<file path="src/rtl/matrix_operand_feeder.sv">
// matrix_operand_feeder: two host-loaded operand banks (A, B) streamed to
// matrix_mul one signed element per clock in response to ren/raddr.
// Optional build macro FEEDER_TRANSPOSE_B_EN makes bank B stream transposed
// (column-major); when undefined both banks stream row-major.
module matrix_operand_feeder #(
  parameter int MAX_SIZE = 6,
  parameter int DW       = 16
) (
  input  logic                 clk,
  input  logic                 rstn,
  input  logic [3:0]           sizes,
  input  logic                 host_we,
  input  logic                 host_sel,
  input  logic [5:0]           host_addr,
  input  logic signed [DW-1:0] host_wdata,
  input  logic                 ren,
  input  logic                 raddr,
  output logic signed [DW-1:0] rdata,
  output logic                 rvalid,
  output logic                 burst_done,
  output logic [8:0]           elem_cnt,
  output logic                 err
);

  localparam int unsigned DEPTH = MAX_SIZE * MAX_SIZE;

  localparam logic [1:0] IDLE   = 2'd0;
  localparam logic [1:0] STREAM = 2'd1;
  localparam logic [1:0] DONE   = 2'd2;
  localparam logic [1:0] HOLD   = 2'd3;

  logic [1:0] state;
  logic       bank_sel;
  logic [3:0] n_lat;
  logic [5:0] idx;

  logic signed [DW-1:0] bank_a [DEPTH];
  logic signed [DW-1:0] bank_b [DEPTH];

  logic       size_ok, start_req, start, size_err;
  logic       wr_in_range, wr_conflict, wr_ok, wr_err;
  logic [7:0] nn;
  logic       last;
  logic [5:0] idx_nx, stream_addr, rd_addr;
  logic       rd_sel;
  logic signed [DW-1:0] rd_word;

`ifdef FEEDER_TRANSPOSE_B_EN
  logic [3:0] row, col, row_nx, col_nx;
`endif

  // Request decode, host-write checks and next-element read address
  always_comb begin
    size_ok     = (sizes != 4'd0) && (int'(sizes) <= MAX_SIZE);
    // DONE evaluates a new request directly so an A->B switch costs one gap cycle
    start_req   = ren && ((state == IDLE) ||
                          (((state == HOLD) || (state == DONE)) && (raddr != bank_sel)));
    start       = start_req && size_ok;
    size_err    = start_req && !size_ok;

    wr_in_range = 32'(host_addr) < DEPTH;
    wr_conflict = host_we && wr_in_range && (state == STREAM) && (host_sel == bank_sel);
    wr_ok       = host_we && wr_in_range && !wr_conflict;
    wr_err      = host_we && (!wr_in_range || wr_conflict);

    nn     = {4'b0, n_lat} * {4'b0, n_lat};
    last   = ({2'b0, idx} == (nn - 8'd1));
    idx_nx = idx + 6'd1;

`ifdef FEEDER_TRANSPOSE_B_EN
    if (col == n_lat - 4'd1) begin
      col_nx = 4'd0;
      row_nx = row + 4'd1;
    end else begin
      col_nx = col + 4'd1;
      row_nx = row;
    end
    stream_addr = bank_sel ? ({2'b0, col_nx} * {2'b0, n_lat} + {2'b0, row_nx}) : idx_nx;
`else
    stream_addr = idx_nx;
`endif

    rd_sel  = start ? raddr : bank_sel;
    rd_addr = start ? 6'd0 : stream_addr;
    rd_word = rd_sel ? bank_b[rd_addr] : bank_a[rd_addr];
  end

  // Burst sequencing and registered stream outputs
  always_ff @(posedge clk) begin
    if (!rstn) begin
      state      <= IDLE;
      bank_sel   <= 1'b0;
      n_lat      <= '0;
      idx        <= '0;
      rdata      <= '0;
      rvalid     <= 1'b0;
      burst_done <= 1'b0;
      elem_cnt   <= '0;
      err        <= 1'b0;
`ifdef FEEDER_TRANSPOSE_B_EN
      row        <= '0;
      col        <= '0;
`endif
    end else begin
      err        <= size_err | wr_err;
      burst_done <= 1'b0;
      if (state == STREAM) begin
        // A fully issued burst completes even if ren drops on the final edge
        if (last) begin
          state      <= DONE;
          burst_done <= 1'b1;
          rvalid     <= 1'b0;
          rdata      <= '0;
        end else if (!ren) begin
          state  <= IDLE;
          rvalid <= 1'b0;
          rdata  <= '0;
        end else begin
          idx      <= idx_nx;
          rdata    <= rd_word;
          elem_cnt <= {3'b0, idx} + 9'd2;
`ifdef FEEDER_TRANSPOSE_B_EN
          row      <= row_nx;
          col      <= col_nx;
`endif
        end
      end else if (start) begin
        state    <= STREAM;
        bank_sel <= raddr;
        n_lat    <= sizes;
        idx      <= '0;
        rdata    <= rd_word;
        rvalid   <= 1'b1;
        elem_cnt <= 9'd1;
`ifdef FEEDER_TRANSPOSE_B_EN
        row      <= '0;
        col      <= '0;
`endif
      end else begin
        rvalid <= 1'b0;
        rdata  <= '0;
        state  <= ((state == IDLE) || !ren) ? IDLE : HOLD;
      end
    end
  end

  // Host writes into the operand banks (contents survive reset)
  always_ff @(posedge clk) begin
    if (wr_ok) begin
      if (host_sel) bank_b[host_addr] <= host_wdata;
      else          bank_a[host_addr] <= host_wdata;
    end
  end

endmodule

</file>
<file path="config.mk">
export PLATFORM = sky130hd
export DESIGN_NAME = matrix_operand_feeder
export DESIGN_NICKNAME = d
export VERILOG_FILES = /design/src/rtl/matrix_operand_feeder.sv
export SDC_FILE = /design/constraint.sdc
export NUM_CORES = 1
export LEC_CHECK = 0
export CORE_UTILIZATION = 60
export CTS_BUF_LIST = sky130_fd_sc_hd__clkbuf_4 sky130_fd_sc_hd__clkbuf_8
export DETAILED_ROUTE_END_ITERATION = 16
export PLACE_DENSITY = 0.77
export SLEW_MARGIN = 20
export SYNTH_ARGS = -nofsm -noshare
export SYNTH_HDL_FRONTEND = slang
export SYNTH_SLANG_ARGS = --single-unit
</file>
<file path="constraint.sdc">
create_clock -name clk -period 10.37 [get_ports clk]
set_input_delay 2.074 -clock clk [delete_from_list [all_inputs] [get_ports clk]]
set_output_delay 2.074 -clock clk [all_outputs]
set_load 0.01 [all_outputs]
</file>
; ---- Word level (Yosys, flattened, before mapping)
; Memory sizes are Yosys's and may differ from the RTL's.
; Index checks and enable logic that the tools add are counted.
[totals]
word_cells = 83
out_inout_bits = 28
register_bits = 41
ram_bits = 1152
input_bits = 32
mem_count = 2
[memory_table]
columns = name, words, word_bits, rd, rd_ports_with_merged_regs, write_ports, line_no
row1 = bank_a, 36, 16, 1, 0, 1, 37  ; logic signed [DW-1:0] bank_a [DEPTH];
row2 = bank_b, 36, 16, 1, 0, 1, 38  ; logic signed [DW-1:0] bank_b [DEPTH];
[classes]
addsub = 3
n_mux = 31
reduce_logical = 24
n_eq_ne = 9
multipliers = 1
n_lt_le_gt_ge = 2
bitwise = 2
[op_table]
columns = op, count
row1 = two-way mux 16 bit, 5
row2 = two-way mux 9 bit, 4
row3 = two-way mux 6 bit, 5
row4 = two-way mux 1 bit, 12
row5 = logical AND 1 bit, 10
row6 = two-way mux 2 bit, 5
row7 = equality test 6 x 8 -> 1 bit, 1
row8 = multiplier 4 x 4 -> 8 bit, 1
row9 = "subtractor 8 x 1 -> 8 bit, second input constant", 1
row10 = "adder 6 x 2 -> 7 bit, second input constant", 1
row11 = "adder 6 x 1 -> 6 bit, second input constant", 1
row12 = "less-than comparator 6 bit, second input constant", 1
row13 = "equality test 2 bit, second input constant", 2
row14 = "less-or-equal comparator 4 x 3 -> 1 bit, second input constant", 1
row15 = zero test 1 bit, 4
row16 = logical OR 1 bit, 4
row17 = "inequality test 2 bit, second input constant", 2
row18 = AND reduction 2 bit, 2
row19 = nonzero test 4 bit, 1
row20 = "inequality test 3 bit, second input constant", 1
row21 = AND reduction 3 bit, 1
row22 = "equality test 2 x 1 -> 1 bit, second input constant", 1
row23 = zero test 2 bit, 1
row24 = nonzero test 2 bit, 1
row25 = 4 further kinds, 4

; ---- Depth between registers and ports, before layout
; An unclocked memory read counts as a cell.
[depth]
ltp_word = 12
ltp_mapped = 16
ltp_nobuf = 14

; ---- Worst setup path before layout
; Ideal clock, no wire load.
[synth_timing]
kind = input to register
start = input host_addr[2]
end = memory bank_b[0][0], enable pin
stages = 7
path_buffers = 1
setup_slack_ns = 6.048
t_required_ns = 9.982
arrival_ns = 3.934
setup_ns = 0.388
cell_sequence = clkbuf_1 -> o31a_1 -> a21oi_1 -> nand2_1 -> nor3_1 -> nand2_1 -> nor2_1
[synth_via]
elab_chain_cells = 8
[synth_lines]
columns = element, line_no
row1 = "start, declared", 14  ; input logic [5:0] host_addr,
row2 = less-than comparator 6 bit, 61  ; wr_in_range = 32'(host_addr) < DEPTH;
row3 = logical AND 1 bit, "62, 63"
row4 = logical AND 1 bit (2 in a row), 62  ; wr_conflict = host_we && wr_in_range && (state == STREAM) && (host_sel == bank_sel);
row5 = zero test 1 bit, 63  ; wr_ok = host_we && wr_in_range && !wr_conflict;
row6 = logical AND 1 bit, 63
row7 = two-way mux 1 bit, 149  ; if (wr_ok) begin
row8 = two-way mux 1 bit (not written as such), 150  ; if (host_sel) bank_b[host_addr] <= host_wdata;
row9 = "end, declared", 38
; Several ways; a longest one is shown, not always the timed one.

; ---- Worst setup path after layout
[layout_timing]
start = input raddr
end = register rdata[1]
[layout_via]
elab_chain_cells = 11
elab_cells_between_ends = 14
classes_between = eq/ne (1) / mux (7) / reduce/logical (4) / memory (2)
[layout_lines]
columns = element, line_no
row1 = "start, declared", 17  ; input logic raddr,
row2 = inequality test 1 bit, 57  ; (((state == HOLD) || (state == DONE)) && (raddr != bank_sel)));
row3 = logical AND 1 bit, 57
row4 = logical OR 1 bit, 56  ; start_req = ren && ((state == IDLE) ||
row5 = logical AND 1 bit, 56
row6 = logical AND 1 bit, 58  ; start = start_req && size_ok;
row7 = two-way mux 6 bit, 84  ; rd_addr = start ? 6'd0 : stream_addr;
row8 = "memory (36 x 16 bit), on equally long branches", n/a
row9 = two-way mux 16 bit, 85  ; rd_word = rd_sel ? bank_b[rd_addr] : bank_a[rd_addr];
row10 = two-way mux 16 bit, 114  ; end else if (!ren) begin
row11 = two-way mux 16 bit, 109  ; if (last) begin
row12 = two-way mux 16 bit *, 107  ; if (state == STREAM) begin
row13 = "end signal, assigned", 120  ; rdata <= rd_word;
row14 = "end signal, assigned", 132  ; rdata <= rd_word;
row15 = "end, declared", 18  ; output logic signed [DW-1:0] rdata,
; Every way passes the cells marked *; elsewhere a longest branch is shown, timed or not.
; A chain may end at the register's enable or synchronous reset.

==> flow_summary.json <==
{
  "hold_path.class": "flop to flop",
  "fin_cells": 4382,
  "grt_pass1_wl_mm": 192,
  "post_cts_resized": 0,
  "fin_crit_sh_pct": 58.4,
  "pre_cts_ws_ns": 3.65,
  "wl_per_cell_um": 30.2,
  "dp.cells": 4052,
  "vias": 30100,
  "yosysWarnings": 0,
  "cts_setup_buffers": 0,
  "portBuffers": 57,
  "io_pins": 60,
  "num_rows": 102,
  "cts_buffers": 181,
  "yosysTopAreaCell": "edfxtp_1",
  "maxSlewViolCount": 0,
  "cts.clk_slew.worst_paths_ns": 0.06,
  "netlist_area_um2": 47500,
  "gp_congestion": 0.916,
  "grtUsageTotal_pct": 32.8,
  "arrival_ns": 6.79,
  "setup_ws_ns": 4.32,
  "fill_cells": 5105,
  "power.density_nw_per_um2": 181,
  "clockBufferDepth": 3,
  "slew_headroom_pct": 16.3,
  "grt_max_degree": 153,
  "clock_latency_ns": 0.85,
  "placed_area_um2": 49400,
  "synth_seq_cells": 1191,
  "syn_avg_cell_area_um2": 15.4,
  "irDropWorstVdd_v": 0.000123,
  "die_h_um": 283,
  "async_flop_share_pct": 0,
  "endpoint_kind": "flop",
  "fin_skew_ns": 0.0481,
  "die_area_um2": 80400,
  "synth_cell_type_count": 70,
  "synth_area_leaders": "edfxtp_1, mux2i_1, o22ai_1",
  "synth_edf_count": 1152,
  "clock-sinks": 1191,
  "register_area_um2": 35400,
  "rsz0062_at_grt": "no",
  "synth_top_area_share_pct": 72.8,
  "dp_hpwl_mm": 75.1,
  "firstDrtPassIters": 6,
  "clockRootBuffer": "clkbuf_8",
  "critPathMaxFanout": 51,
  "drive_above_1_share_pct": 16.8,
  "initial_utilization_pct": 61.0,
  "core-area_um2": 78000,
  "stdcell_area_um2": 53100,
  "synthFlopType": "edfxtp_1",
  "cts_hold_buffers": 0,
  "tns_ns": 0,
  "grt_pass1_vias": 28700,
  "area_growth_pct": 11.6,
  "routed_wl_mm": 132,
  "worst_pin_slew_ns": 1.25,
  "hold_slack_ns": 0.476,
  "drc_errors": 0,
  "drtAntennaViolNets": 0,
  "drv_cap": 0,
  "antenna_found_initial": 3,
  "multi_input_area_um2": 11400,
  "fmaxAchievable_ghz": 0.165,
  "met3RoutedLength_mm": 18.2,
  "drt-initial-drc-count": 4382,
  "route.met2.wl_mm": 60.1,
  "worstPathRequired_ns": 11.11,
  "wl_met1_mm": 49.7,
  "yosysSeqAreaShare_pct": 74.4,
  "die_x_um": 283,
  "leakage_uw": 0.0166,
  "fin_crit_ns": 6.05,
  "status": "complete, no violations",
  "setup_viol": 0,
  "routed.top_layer": "met4",
  "cts_tree": "done",
  "vias_per_cell": 6.87,
  "cts_max_level": 4,
  "syn_inst": 3078,
  "final_nets": 3237,
  "worst_setup_path_start_kind": "input port",
  "finalHoldViolations": 0,
  "grt-ovfl-total": 0,
  "critical_path_class": "input port to flop"
}
[final cells by class]
class,count,share of cell area [%]
flip-flops and latches,1191,66.7
multi-input cells,1646,21.4
clock buffers,263,6.05
repair buffers,166,2.55
well taps,1040,2.45
clock inverters,63,0.797
inverters,9,0.0684
diodes,4,0.0189
[worst max-delay path, stage by stage]
cell	delay, ns
clkdlybuf4s50_1	0.47
nand2b_1	0.25
a311o_2	0.75
o211ai_4	0.59
buf_4	0.57
o22ai_1	0.18
o311a_1	0.33
a311oi_1	0.89
a2111oi_1	0.10
clkdlybuf4s18_2	0.33
o22ai_1	0.19
[metal layers]
metal	vias to the layer above	track usage, %
met4	0	11.2
met3	253	8.55
met5	-	0
met1	15000	47.0
met2	2186	49.2
li1	12600	-
[report_power, final]
group	switching [uW]	internal, uW	leakage [uW]	total, uW
combinational	340	116	0.00396	456
clock	1800	2070	0.00194	3870
sequential	10.4	5290	0.0107	5300
[synth_stat cells (all sizes together) (54+ instances only)]
master,n
a21oi,123
nor3,54
buf,100
edfxtp,1152
mux2i,143
clkbuf,133
mux2,64
o21ai,161
a221oi,78
nand2,182
o22ai,148
nor2,170
[registers in the layout (all words and copies together) (netlist names), 2 cells and up]
signal / count
idx: 6
elem_cnt: 7
bank_b: 576
bank_a: 576
n_lat: 4
state: 2
rdata: 16
[cell usage in the layout (no fill, tap or decap), types with 41 or more instances in the layout]
master	n
nand3_1	47
nand2_1	181
clkbuf_4	65
mux2_2	64
a221oi_1	78
o21ai_0	153
mux2i_1	143
o22ai_1	148
clkbuf_8	198
nor2_1	144
a211oi_1	41
clkdlybuf4s50_1	41
a21oi_1	119
nor3_1	53
o221ai_1	46
buf_4	103
edfxtp_1	1152
[path summary, 6_finish.rpt]
path	slack, ns	end	startpoint	cells after the start
max	4.32	rdata[1]	raddr	11
min	0.48	elem_cnt[3]	elem_cnt[3]	2
max reg2reg	4.79	rdata[1]	idx[0]	10
min reg2reg	0.48	elem_cnt[3]	elem_cnt[3]	2
[kinds of logic (layout without fill, tap and decap cells)]
| kind of cell | after synthesis | in the layout | share of synthesized area (%) |
|---|---|---|---|
| adders and majority gates | 10 | 10 | 0.263 |
| xor gates and xnor gates | 18 | 18 | 0.332 |
| muxes | 222 | 222 | 5.24 |
| and+or+nand+nor | 525 | 525 | 4.83 |
| other | 1 | 6 | 0.00789 |
| AOI/OAI and AO/OA | 869 | 869 | 12.7 |
| DFF | 1191 | 1191 | 74.4 |
| buffers and inverters | 242 | 501 | 2.21 |
[per-stage QoR]
step | total power [uW] | util, %
2_1_floorplan | 5610 | -
3_3_place_gp | 5830 | 63.3
3_5_place_dp | 5840 | 63.4
4_1_cts | 9620 | 68.0
5_1_grt | 9860 | 68.1
6_report | 9630 | 68.1
No activity file was read; power rests on OpenSTA's default activity.
